**src/rtl/hangman_game_ctrl_pkg.sv**
```systemverilog
// Shared hangman types: game state, letter-code range and the code-valid check.
// Latency: none (declarations only).
// Backpressure: none.
package hangman_pkg;

  typedef enum logic [1:0] {
    IDLE = 2'd0,
    PLAY = 2'd1,
    WON  = 2'd2,
    LOST = 2'd3
  } state_e;

  localparam int unsigned LETTER_A = 1;   // code of 'A'
  localparam int unsigned LETTER_Z = 26;  // code of 'Z'
  localparam int unsigned ALPHA_N  = 26;  // guessed-letter bitmap size

  // Code 0 is a blank word position and codes above 'Z' are unused pad values;
  // neither is a legal guess.
  function automatic logic code_valid(input int unsigned code);
    return (code >= LETTER_A) && (code <= LETTER_Z);
  endfunction

endpackage

```
**src/rtl/hangman_game_ctrl_if.sv**
```systemverilog
// Pad-side guess inputs, word load and game status outputs of the hangman core.
// Latency: none (wiring only).
// Backpressure: none; the core has no ready/stall path.
// master: drives word/guess inputs, reads status. slave: the game core.
interface hangman_game_ctrl_if #(
  parameter int WORD_LEN = 4,
  parameter int LETTER_W = 5,
  parameter int LIVES_W  = 3
);
  logic                         word_load_i;
  logic [WORD_LEN*LETTER_W-1:0] word_i;
  logic [LETTER_W-1:0]          guess_i;
  logic                         guess_btn_i;

  logic [WORD_LEN-1:0]          revealed_o;
  logic [LIVES_W-1:0]           lives_o;
  logic                         playing_o;
  logic                         won_o;
  logic                         lost_o;
  logic                         hit_o;
  logic                         miss_o;
  logic                         repeat_o;
  logic                         invalid_o;

  modport master (
    output word_load_i, word_i, guess_i, guess_btn_i,
    input  revealed_o, lives_o, playing_o, won_o, lost_o,
           hit_o, miss_o, repeat_o, invalid_o
  );

  modport slave (
    input  word_load_i, word_i, guess_i, guess_btn_i,
    output revealed_o, lives_o, playing_o, won_o, lost_o,
           hit_o, miss_o, repeat_o, invalid_o
  );

endinterface

```
**src/rtl/hangman_game_ctrl_input_sync.sv**
```systemverilog
// Two-flop synchroniser for the raw pad button and letter, plus rising-edge press detect.
// Latency: press/letter registered 2 edges after the first edge sampling the button high.
// Backpressure: none; clr_i drops any press already sampled on or before the clr_i edge.
// Ports: clk, rst_n, clr_i (drop in-flight press), btn_i/dat_i (async pad), dat_o/rise_o (aligned press).
module hangman_input_sync #(
  parameter int W = 5
) (
  input  logic         clk,
  input  logic         rst_n,
  input  logic         clr_i,
  input  logic         btn_i,
  input  logic [W-1:0] dat_i,
  output logic [W-1:0] dat_o,
  output logic         rise_o
);

  logic         btn_meta_q;
  logic         btn_sync_q;
  logic         btn_prev_q;
  logic         clr_q;
  logic [W-1:0] dat_meta_q;
  logic [W-1:0] dat_sync_q;

  always_ff @(posedge clk or negedge rst_n) begin
    if (!rst_n) begin
      btn_meta_q <= 1'b0;
      btn_sync_q <= 1'b0;
      btn_prev_q <= 1'b0;
      clr_q      <= 1'b0;
      dat_meta_q <= '0;
      dat_sync_q <= '0;
      dat_o      <= '0;
      rise_o     <= 1'b0;
    end else begin
      btn_meta_q <= btn_i;
      btn_sync_q <= btn_meta_q;
      dat_meta_q <= dat_i;
      dat_sync_q <= dat_meta_q;
      clr_q      <= clr_i;
      // Forcing the previous level high on the clear edge and the one after
      // hides any button level already inside the synchroniser, so a press
      // that started before (or with) the clear never appears afterwards.
      btn_prev_q <= (clr_i || clr_q) ? 1'b1 : btn_sync_q;
      rise_o     <= btn_sync_q && !btn_prev_q && !clr_i;
      // Letter travels with the button so it is aligned with rise_o.
      dat_o      <= dat_sync_q;
    end
  end

endmodule

```
**src/rtl/hangman_game_ctrl.sv**
```systemverilog
// Hangman game core: secret word, revealed mask, lives, guessed-letter bitmap and game FSM.
// Latency: result pulse 3 edges after the first edge sampling the button; WON/LOST one edge later.
// Backpressure: none; presses outside PLAY are ignored, a load drops any in-flight press.
// Ports: wb_clk_i, wb_rst_ni (async active-low), bus (slave: word load, pad guess in; status, pulses out).
module hangman_game_ctrl
  import hangman_pkg::*;
#(
  parameter int WORD_LEN  = 4,
  parameter int LETTER_W  = 5,
  parameter int MAX_LIVES = 6,
  parameter int LIVES_W   = $clog2(MAX_LIVES + 1)
) (
  input  logic               wb_clk_i,
  input  logic               wb_rst_ni,
  hangman_game_ctrl_if.slave bus
);

  // Reset asserts asynchronously and releases on a clock edge.
  logic [1:0] rst_sync_q;
  logic       rst_n;

  always_ff @(posedge wb_clk_i or negedge wb_rst_ni) begin
    if (!wb_rst_ni) rst_sync_q <= 2'b00;
    else            rst_sync_q <= {rst_sync_q[0], 1'b1};
  end

  assign rst_n = rst_sync_q[1];

  logic                load;
  logic [LETTER_W-1:0] letter;
  logic                press_q;

  assign load = bus.word_load_i;

  hangman_input_sync #(
    .W (LETTER_W)
  ) u_input_sync (
    .clk    (wb_clk_i),
    .rst_n  (rst_n),
    .clr_i  (load),
    .btn_i  (bus.guess_btn_i),
    .dat_i  (bus.guess_i),
    .dat_o  (letter),
    .rise_o (press_q)
  );

  state_e                       state_q;
  state_e                       state_d;
  logic [WORD_LEN*LETTER_W-1:0] word_q;
  logic [WORD_LEN-1:0]          revealed_q;
  logic [LIVES_W-1:0]           lives_q;
  logic [ALPHA_N-1:0]           bitmap_q;
  logic                         hit_q;
  logic                         miss_q;
  logic                         repeat_q;
  logic                         invalid_q;
  logic                         playing;
  logic                         won;
  logic                         lost;

  // Guess decode and WORD_LEN parallel comparators.
  logic [ALPHA_N-1:0]  letter_oh;
  logic [WORD_LEN-1:0] match;
  logic [WORD_LEN-1:0] load_blank;
  logic                letter_ok;
  logic                seen;
  logic                all_rev;
  logic                no_lives;
  logic                eval;

  always_comb begin
    letter_oh = '0;
    for (int c = 0; c < ALPHA_N; c++) begin
      letter_oh[c] = (32'(letter) == 32'(c + 1));
    end
  end

  always_comb begin
    match      = '0;
    load_blank = '0;
    for (int p = 0; p < WORD_LEN; p++) begin
      // Blank positions are excluded so a code-0 guess can never reveal them.
      match[p]      = (word_q[p*LETTER_W +: LETTER_W] == letter) &&
                      (word_q[p*LETTER_W +: LETTER_W] != '0);
      load_blank[p] = (bus.word_i[p*LETTER_W +: LETTER_W] == '0);
    end
  end

  assign letter_ok = code_valid(32'(letter));
  assign seen      = |(letter_oh & bitmap_q);
  assign all_rev   = &revealed_q;
  assign no_lives  = (lives_q == '0);
  // A press is only scored while the game is genuinely live; on the edge that
  // latches WON/LOST, and on a load edge, it is discarded.
  assign eval      = press_q && !load && (state_q == PLAY) && !all_rev && !no_lives;

  // FSM: state register.
  always_ff @(posedge wb_clk_i or negedge rst_n) begin
    if (!rst_n) state_q <= IDLE;
    else        state_q <= state_d;
  end

  // FSM: next state.
  always_comb begin
    state_d = state_q;
    if (load) begin
      state_d = PLAY;
    end else begin
      case (state_q)
        PLAY: begin
          if (all_rev)       state_d = WON;
          else if (no_lives) state_d = LOST;
        end
        default: ;
      endcase
    end
  end

  // FSM: outputs.
  always_comb begin
    playing = (state_q == PLAY);
    won     = (state_q == WON);
    lost    = (state_q == LOST);
  end

  // Game datapath.
  always_ff @(posedge wb_clk_i or negedge rst_n) begin
    if (!rst_n) begin
      word_q     <= '0;
      revealed_q <= '0;
      lives_q    <= '0;
      bitmap_q   <= '0;
      hit_q      <= 1'b0;
      miss_q     <= 1'b0;
      repeat_q   <= 1'b0;
      invalid_q  <= 1'b0;
    end else begin
      hit_q     <= 1'b0;
      miss_q    <= 1'b0;
      repeat_q  <= 1'b0;
      invalid_q <= 1'b0;
      if (load) begin
        word_q     <= bus.word_i;
        revealed_q <= load_blank;
        lives_q    <= LIVES_W'(MAX_LIVES);
        bitmap_q   <= '0;
      end else if (eval) begin
        if (!letter_ok) begin
          invalid_q <= 1'b1;
        end else if (seen) begin
          repeat_q <= 1'b1;
        end else if (|match) begin
          bitmap_q   <= bitmap_q | letter_oh;
          revealed_q <= revealed_q | match;
          hit_q      <= 1'b1;
        end else begin
          bitmap_q <= bitmap_q | letter_oh;
          lives_q  <= no_lives ? '0 : lives_q - 1'b1;
          miss_q   <= 1'b1;
        end
      end
    end
  end

  assign bus.revealed_o = revealed_q;
  assign bus.lives_o    = lives_q;
  assign bus.playing_o  = playing;
  assign bus.won_o      = won;
  assign bus.lost_o     = lost;
  assign bus.hit_o      = hit_q;
  assign bus.miss_o     = miss_q;
  assign bus.repeat_o   = repeat_q;
  assign bus.invalid_o  = invalid_q;

endmodule

```
**src/flat_wrapper.sv**
```systemverilog
// flat-port wrapper written by rule: the top's interface ports become plain ports
module hangman_game_ctrl_flat import hangman_pkg::*;
#(
  parameter int WORD_LEN  = 4,
  parameter int LETTER_W  = 5,
  parameter int MAX_LIVES = 6,
  parameter int LIVES_W   = $clog2(MAX_LIVES + 1)
)
  (wb_clk_i, wb_rst_ni, bus_word_load_i, bus_word_i, bus_guess_i, bus_guess_btn_i, bus_revealed_o, bus_lives_o, bus_playing_o, bus_won_o, bus_lost_o, bus_hit_o, bus_miss_o, bus_repeat_o, bus_invalid_o);
  hangman_game_ctrl_if #(.WORD_LEN(WORD_LEN), .LETTER_W(LETTER_W), .LIVES_W(LIVES_W)) bus_i ();
  input  logic wb_clk_i;
  input  logic wb_rst_ni;
  input wire logic [$bits(bus_i.word_load_i)-1:0] bus_word_load_i;
  input wire logic [$bits(bus_i.word_i)-1:0] bus_word_i;
  input wire logic [$bits(bus_i.guess_i)-1:0] bus_guess_i;
  input wire logic [$bits(bus_i.guess_btn_i)-1:0] bus_guess_btn_i;
  output wire logic [$bits(bus_i.revealed_o)-1:0] bus_revealed_o;
  output wire logic [$bits(bus_i.lives_o)-1:0] bus_lives_o;
  output wire logic [$bits(bus_i.playing_o)-1:0] bus_playing_o;
  output wire logic [$bits(bus_i.won_o)-1:0] bus_won_o;
  output wire logic [$bits(bus_i.lost_o)-1:0] bus_lost_o;
  output wire logic [$bits(bus_i.hit_o)-1:0] bus_hit_o;
  output wire logic [$bits(bus_i.miss_o)-1:0] bus_miss_o;
  output wire logic [$bits(bus_i.repeat_o)-1:0] bus_repeat_o;
  output wire logic [$bits(bus_i.invalid_o)-1:0] bus_invalid_o;
  assign bus_i.word_load_i = bus_word_load_i;
  assign bus_i.word_i = bus_word_i;
  assign bus_i.guess_i = bus_guess_i;
  assign bus_i.guess_btn_i = bus_guess_btn_i;
  assign bus_revealed_o = bus_i.revealed_o;
  assign bus_lives_o = bus_i.lives_o;
  assign bus_playing_o = bus_i.playing_o;
  assign bus_won_o = bus_i.won_o;
  assign bus_lost_o = bus_i.lost_o;
  assign bus_hit_o = bus_i.hit_o;
  assign bus_miss_o = bus_i.miss_o;
  assign bus_repeat_o = bus_i.repeat_o;
  assign bus_invalid_o = bus_i.invalid_o;
  hangman_game_ctrl #(.WORD_LEN(WORD_LEN), .LETTER_W(LETTER_W), .MAX_LIVES(MAX_LIVES), .LIVES_W(LIVES_W)) u_core (.wb_clk_i(wb_clk_i), .wb_rst_ni(wb_rst_ni), .bus(bus_i));
endmodule
```
**config.mk**
```make
export PLATFORM = sky130hd
export DESIGN_NAME = hangman_game_ctrl_flat
export DESIGN_NICKNAME = d
export VERILOG_FILES = /design/src/rtl/hangman_game_ctrl_pkg.sv /design/src/rtl/hangman_game_ctrl_if.sv /design/src/rtl/hangman_game_ctrl_input_sync.sv /design/src/rtl/hangman_game_ctrl.sv /design/src/flat_wrapper.sv
export SDC_FILE = /design/constraint.sdc
export NUM_CORES = 1
export LEC_CHECK = 0
export CAP_MARGIN = 20
export CELL_PAD_IN_SITES_DETAIL_PLACEMENT = 0
export CELL_PAD_IN_SITES_GLOBAL_PLACEMENT = 1
export CORE_MARGIN = 5
export CORE_UTILIZATION = 45
export CTS_CLUSTER_SIZE = 14
export DETAILED_ROUTE_END_ITERATION = 8
export DONT_BUFFER_PORTS = 1
export GPL_TIMING_DRIVEN = 0
export PLACE_DENSITY = 0.83
export SKIP_CTS_REPAIR_TIMING = 1
export SLEW_MARGIN = 30
export SYNTH_ARGS = -nofsm -noshare
export SYNTH_HDL_FRONTEND = slang
export SYNTH_SLANG_ARGS = --single-unit
export TNS_END_PERCENT = 10
```
**constraint.sdc**
```tcl
create_clock -name wb_clk_i -period 2.5 [get_ports wb_clk_i]
set_input_delay 0.625 -clock wb_clk_i [delete_from_list [all_inputs] [get_ports wb_clk_i]]
set_output_delay 0.625 -clock wb_clk_i [all_outputs]
set_load 0.03 [all_outputs]
```
==> impl_metrics.ini, run 1 <==
[die]
io_pins = 43
initial_utilization_pct = 46.9
floorplan.die_area_sq_mm = 0.0100
fp.dieH_microns = 100
fp.dieW_microns = 100
floorplan.core_area_sq_mm = 0.00781
row_count = 32

[final_layout]
diodes = 0
register_area_sq_mm = 0.00204
final_core_util_pct = 54.8
multi_input_comb_area_sq_mm = 0.00156
fin_cells = 463
drive_gt1_share_pct = 22.2
layout.nets = 388
area_delta_synth_final_pct = 16.9
fillCellCount = 686

[sta]
tightest_slew_margin_relative_to_the_limit_pct = 60.4
fin_skew_ns = 0.0145
worst_margin_slew_ns = 0.594
finalCritPeriodShare_pct = 115
max_freq_mhz = 347
finalSetupViolCount = 12
postLayoutSetupSlackWorst_ns = -0.378
final.min_clock_period_ns = 2.88
timing_hold_violations_final = 0
grt_setup_unrepaired = true
slew_violations = 0

[grt]
antenna_found_initial = 0
vias_in_the_first_global_route = 2554
grt_max_degree = 52
grt_overflow = 0
first_pass_grt_wire_length_microns = 13300
grt_util_all_layers_pct = 16.8

[yosys]
mappedNetlistNets = 366
synth-seq-cells = 81
synth-edff-count = 0
synth_area_leaders = dfrtp_1, mux2_2, nor2_1
yosys_synthesis_warning_count = 0
post_synth_num_cell_types = 46
ys_async_sr_fraction_pct = 100
postSynthAreaPerCell_sq_um = 10.9
synth_top_area_cell = dfrtp_1
synth_ff_type = dfrtp_1
synthCells = 335
synthesis.area_sq_mm = 0.00366
yosysSeqAreaShare_pct = 55.4
yosysTopAreaCellShare_pct = 55.4

[job]
cap_violations = 0

[place]
dp.final_hpwl_microns = 5550
io_buffer_count = 0
place.gp.congestion = 0.860
place_worst_setup_slack_ns = -0.544
number_of_placed_instances_with_taps_included = 438

[status]
status = complete, but fails checks
failed_checks = setup timing

[route]
drt.antenna.violating_nets = 0
dr.first_iter.drc_count = 249
wl_per_cell_microns = 17.4
drc = 0
dr_total_vias = 2615
route.detailed.vias_per_inst = 5.65
drt-pass1-iter-count = 4
totalWireLength_microns = 8070

[setup_path]
cp-start-kind = register
crit_fanout = 4
worst_r2r_endpoint = u_core.bus.lives_o[1]
crit_start = u_core.bus.lives_o[0]
setup.worst_path.end_class = register
critPathCapture = u_core.bus.lives_o[1]
timing.rr.start = u_core.bus.lives_o[0]
path_class = register to register
timing.reg2reg.setup_slack_ns = -0.38
critPathArrivalTime_ns = 3.11
rr_worst_depth = 10
cp.required_ns = 2.73

[cts]
clock_insertion_delay_worst_skew_ns = 0.35
tritoncts = built
ctsLongestPathBuffers = 2
cts.sink_count = 81
cts_inserted_buffers = 9
clk_root_buffer_cell = clkbuf_8
cts.htree.levels = 3
clkTransAtPathRegs_ns = 0.08

[power_and_ir_drop]
pwr_density_cell_mw_per_mm2 = 676
irDropWorstVdd_mv = 0.399
p_leak_nw = 1.80

[hold_path]
min_path_type = register to asynchronous set/reset pin
layer usage:
metal	part of all wire (%)	GRT usage, %
met4	1.4	6.22
met5	0	0
met2	46	24.3
met3	5.3	4.66
met1	47	24.3
state kept, by name, summed over array words and instances, names as in the netlist, 2 cells and up:
register and count:
u_core.bitmap_q 26, u_core.bus.lives_o 3, u_core.bus.revealed_o 4, u_core.rst_sync_q 2
u_core.state_q 2, u_core.u_input_sync.dat_meta_q 5, u_core.u_input_sync.dat_o 5, u_core.u_input_sync.dat_sync_q 5
u_core.word_q 20
kinds of logic (layout without fill, tap and decap cells):
| logic type | Yosys count | count (layout) | share of synthesized area, % |
|---|---|---|---|
| compound gates | 56 | 56 | 10.4 |
| buf+inv | 30 | 56 | 3.62 |
| other cells | 1 | 1 | 0.102 |
| mux | 27 | 27 | 8.07 |
| xor+xnor | 18 | 18 | 4.31 |
| fa+ha+maj | 2 | 2 | 0.684 |
| simple gates | 120 | 120 | 17.4 |
| flops | 81 | 81 | 55.4 |
power by group:
group	switching, W	total (W)	internal [W]
Sequential	0.0000591	0.00143	0.00137
Clock	0.000466	0.00123	0.000761
Combinational	0.000138	0.000240	0.000102
Total	0.000663	0.00289	0.00223
cell usage in the layout, fill, tap and decap left out, drive strengths merged, types with 7 or more instances in the layout:
master | Yosys | layout
nand2 | 8 | 8
inv | 7 | 7
buf | 11 | 19
mux2 | 20 | 20
dfrtp | 81 | 81
a31oi | 13 | 13
o21ai | 9 | 9
a21oi | 12 | 12
clkbuf | 12 | 24
nand2b | 7 | 7
nor2 | 49 | 49
mux2i | 7 | 7
xor2 | 14 | 14
nor3 | 13 | 13
cell usage after synthesis, types with 2 or more instances:
| master | count |
|---|---|
| a21oi_1 | 12 |
| a22o_1 | 3 |
| a31oi_1 | 13 |
| a41oi_1 | 5 |
| and2_1 | 4 |
| buf_1 | 2 |
| buf_2 | 7 |
| clkbuf_1 | 12 |
| dfrtp_1 | 81 |
| ha_1 | 2 |
| inv_1 | 7 |
| mux2_2 | 20 |
| mux2i_1 | 7 |
| nand2_1 | 8 |
| nand2b_1 | 7 |
| nand4_1 | 6 |
| nor2_1 | 49 |
| nor2b_1 | 5 |
| nor3_1 | 13 |
| nor3b_1 | 2 |
| nor4_1 | 5 |
| o21ai_0 | 9 |
| o221ai_1 | 3 |
| o31a_1 | 4 |
| or2_2 | 2 |
| or3_1 | 2 |
| or3b_2 | 3 |
| or4_1 | 5 |
| or4bb_1 | 4 |
| xnor2_1 | 4 |
| xor2_1 | 14 |
critical path, cell delays in order (launching register included):
cell	delay, ns
dfrtp_2	0.50
or2_4	0.18
inv_2	0.05
ha_4	0.15
nor2_4	0.09
nand4_1	0.16
or2_4	0.32
or4_4	0.53
buf_6	0.13
or3_4	0.32
a221o_1	0.31
how the worst min path moves through the flow:
stage,startpoint,to,slack (ns),cells after the start
global placement,wb_rst_ni,u_core.rst_sync_q[0],0.33,0
finish,u_core.rst_sync_q[1],u_core.word_q[6],0.25,0
floorplan,wb_rst_ni,u_core.rst_sync_q[0],0.33,0
CTS,wb_rst_ni,u_core.rst_sync_q[1],-0.05,0
global route,bus_guess_btn_i,u_core.u_input_sync.btn_meta_q,0.26,0
detailed placement,u_core.rst_sync_q[1],u_core.u_input_sync.dat_meta_q[1],0.27,0
cell type report:
| class | instances | share of cell area (%) |
|---|---|---|
| tap | 102 | 2.98 |
| sequential | 81 | 47.6 |
| inverter | 7 | 0.614 |
| clock buffer | 10 | 2.98 |
| multi-input combinational | 224 | 36.5 |
| clock inverter | 5 | 3.01 |
| timing repair buffer | 11 | 3.04 |
| buffer | 23 | 3.30 |
metrics by stage:
stage	hold slack [ns]	power (W)	cell area [sq um]	TNS [ns]
6_report	0.251	0.00289	4280	-0.740
3_3_place_gp	0.329	0.00167	3800	-70.51
4_1_cts	-0.0460	0.00291	4080	-12.96
5_1_grt	0.263	0.00301	4280	-2.72
2_1_floorplan	0.329	0.00162	3670	-0.492
3_5_place_dp	0.268	0.00168	3830	-12.30
Note: power is estimated with default switching activity, not from simulation.
==> run 2, diff against run 1 <==
--- a/config.mk
+++ b/config.mk
@@ -8,6 +8,7 @@
 export CAP_MARGIN = 20
 export CELL_PAD_IN_SITES_DETAIL_PLACEMENT = 0
 export CELL_PAD_IN_SITES_GLOBAL_PLACEMENT = 1
+export CORE_ASPECT_RATIO = 1.2
 export CORE_MARGIN = 5
 export CORE_UTILIZATION = 45
 export CTS_CLUSTER_SIZE = 14
==> run 2 against run 1 <==
The flow still finishes with violations (setup timing). Setup slack better by 0.082 ns. Clock skew about the same. Via count grew 1.5%. Maximum frequency is 2.9% higher. Critical path type unchanged. Critical endpoint unchanged. Largest cell class unchanged. Largest power group unchanged.
==> impl_metrics.ini, run 2 (same netlist as run 1, synthesis figures left out) <==
[sta]
finalCritPeriodShare_pct = 112
grt_setup_unrepaired = true
max_freq_mhz = 358
worst_margin_slew_ns = 0.582
postLayoutSetupSlackWorst_ns = -0.297
timing_hold_violations_final = 0
tightest_slew_margin_relative_to_the_limit_pct = 61.2
fin_skew_ns = 0.0142
slew_violations = 0
finalSetupViolCount = 6
final.min_clock_period_ns = 2.80

[setup_path]
timing.rr.start = u_core.u_input_sync.dat_o[2]
crit_path_cell_trace = buf_6 > mux2i_1 > o221ai_1 > a2111o_1 > or4_4 > buf_6 > or3_4 > a221o_1
worst_r2r_endpoint = u_core.bus.lives_o[1]
rr_worst_depth = 8
critPathArrivalTime_ns = 3.05
timing.reg2reg.setup_slack_ns = -0.30
cp.required_ns = 2.76
cp-start-kind = register
critical-path-max-stage-delay_ns = 0.55
standard_cell_with_the_maximum_stage_delay_on_the_critical_path = or4_4
setup.worst_path.end_class = register
path_class = register to register
crit_fanout = 10
worst_path_most_repeated_cell = buf_6

[status]
failed_checks = setup timing
status = complete, but fails checks

[grt]
grt_max_degree = 42
vias_in_the_first_global_route = 2650
antenna_found_initial = 0
grt_overflow = 0
first_pass_grt_wire_length_microns = 13400
grt_util_all_layers_pct = 17.4

[hold_path]
min_delay_worst_endpoint = u_core.u_input_sync.clr_q
hold_sp = bus_word_load_i
min_path_type = input port to register
min_delay_path_depth = 0

[final_layout]
area_delta_synth_final_pct = 17.0
layout.cells.most_common_list = dfrtp_1, nor2_1, mux2_2
fin_cells = 457
diodes = 0
layout.cells.most_common = dfrtp_1
design_area_sq_mm = 0.00428
drive_gt1_share_pct = 22.1
reg.largest.list = u_core.bitmap_q x26, u_core.word_q x20
fillCellCount = 718
max_reg_flops = 26
layout.nets = 388
top_register = u_core.bitmap_q

[die]
fp.dieH_microns = 109
row_count = 36
floorplan.die_area_sq_mm = 0.0100
initial_utilization_pct = 45.6
io_pins = 43
fp.dieW_microns = 92.3
floorplan.core_area_sq_mm = 0.00802

[place]
dp.final_hpwl_microns = 5870
placed_area_sq_mm = 0.00381
io_buffer_count = 0
number_of_placed_instances_with_taps_included = 431
place.gp.congestion = 0.820

[route]
dr.first_iter.drc_count = 225
dr_total_vias = 2654
drt-pass1-iter-count = 4
route.detailed.vias_per_inst = 5.81
drc = 0
totalWireLength_microns = 8470
wl_per_cell_microns = 18.5
drt.antenna.violating_nets = 0

[power_and_ir_drop]
totalPowerFinal_w = 0.00285
pwr_density_cell_mw_per_mm2 = 665
irDropWorstVdd_mv = 0.529
p_leak_nw = 1.81

[cts]
cts_inserted_buffers = 9
cts.htree.levels = 3
tritoncts = built
clock_insertion_delay_worst_skew_ns = 0.37
ctsLongestPathBuffers = 2
clkTransAtPathRegs_ns = 0.09
clk_root_buffer_cell = clkbuf_8
cts.sink_count = 81

[job]
cap_violations = 0
## run 2: cell types whose count changed in the layout (fill, tap and decap cells not counted), moves of 2 or more
| cell | previous run | this run |
|---|---|---|
| buf_6 | 5 | 8 |
| nor2_1 | 45 | 48 |
| nor2_2 | 3 | 0 |
| buf_2 | 3 | 1 |
| buf_4 | 9 | 7 |
| clkbuf_1 | 11 | 9 |
## run 2: where the power goes
part / total [W] / switching (W) / internal (W)
combinational: 0.000237 / 0.000135 / 0.000102
clock: 0.00118 / 0.000483 / 0.000693
sequential: 0.00143 / 0.0000659 / 0.00137
## run 2: final cells by class
type	instances	area [sq um]	share of cell area (%)
clock inverters	6	115	2.69
inverters	7	26.3	0.614
flip-flops and latches	81	2040	47.6
repair buffers	11	130	3.04
well taps	95	119	2.78
multi-input cells	224	1570	36.6
clock buffers	10	138	3.22
plain buffers	23	151	3.54
## run 2: how the worst max path moves through the flow
stage	depth (start not counted)	to	slack (ns)	startpoint
3_3_place_gp	0	u_core.bus.lives_o[0]	-1.00	u_core.rst_sync_q[1]
5_1_grt	8	u_core.bus.lives_o[1]	-0.37	u_core.u_input_sync.dat_o[2]
6_report	8	u_core.bus.lives_o[1]	-0.30	u_core.u_input_sync.dat_o[2]
3_5_place_dp	8	u_core.bitmap_q[21]	-0.60	u_core.u_input_sync.dat_o[2]
4_1_cts	8	u_core.bitmap_q[20]	-0.60	u_core.u_input_sync.dat_o[2]
2_1_floorplan	8	u_core.bus.lives_o[1]	-0.16	u_core.u_input_sync.dat_o[4]
## run 2: metal layers
| layer | part of all wire (%) | GRT usage, % | wire (microns) | up-vias |
|---|---|---|---|---|
| li1 | - | - | - | 1241 |
| met1 | 42 | 21.8 | 3530 | 1327 |
| met2 | 51 | 28.3 | 4310 | 71 |
| met3 | 5.2 | 5.04 | 437 | 15 |
| met4 | 2.2 | 7.43 | 189 | 0 |
| met5 | 0 | 0 | 0 | - |
## run 2: worst max-delay path: cells and delay by family, from the launching register on
kind / cells / cell delay, ns
AO/OA/AOI/OAI: 3 / 0.93
multiplexers: 1 / 0.21
buffers and inverters: 2 / 0.30
flip-flops: 1 / 0.39
AND/OR/NAND/NOR: 2 / 0.87
## run 2: through the flow
| stage | TNS (ns) | hold WS (ns) | setup slack [ns] | util [%] |
|---|---|---|---|---|
| floorplan | -0.492 | 0.329 | -0.161 | - |
| global placement | -71.83 | 0.329 | -1.00 | 47.2 |
| detailed placement | -13.39 | 0.329 | -0.600 | 47.5 |
| CTS | -13.82 | -0.0693 | -0.603 | 50.7 |
| global route | -2.57 | 0.253 | -0.370 | 53.4 |
| finish | -0.401 | 0.275 | -0.297 | 53.4 |
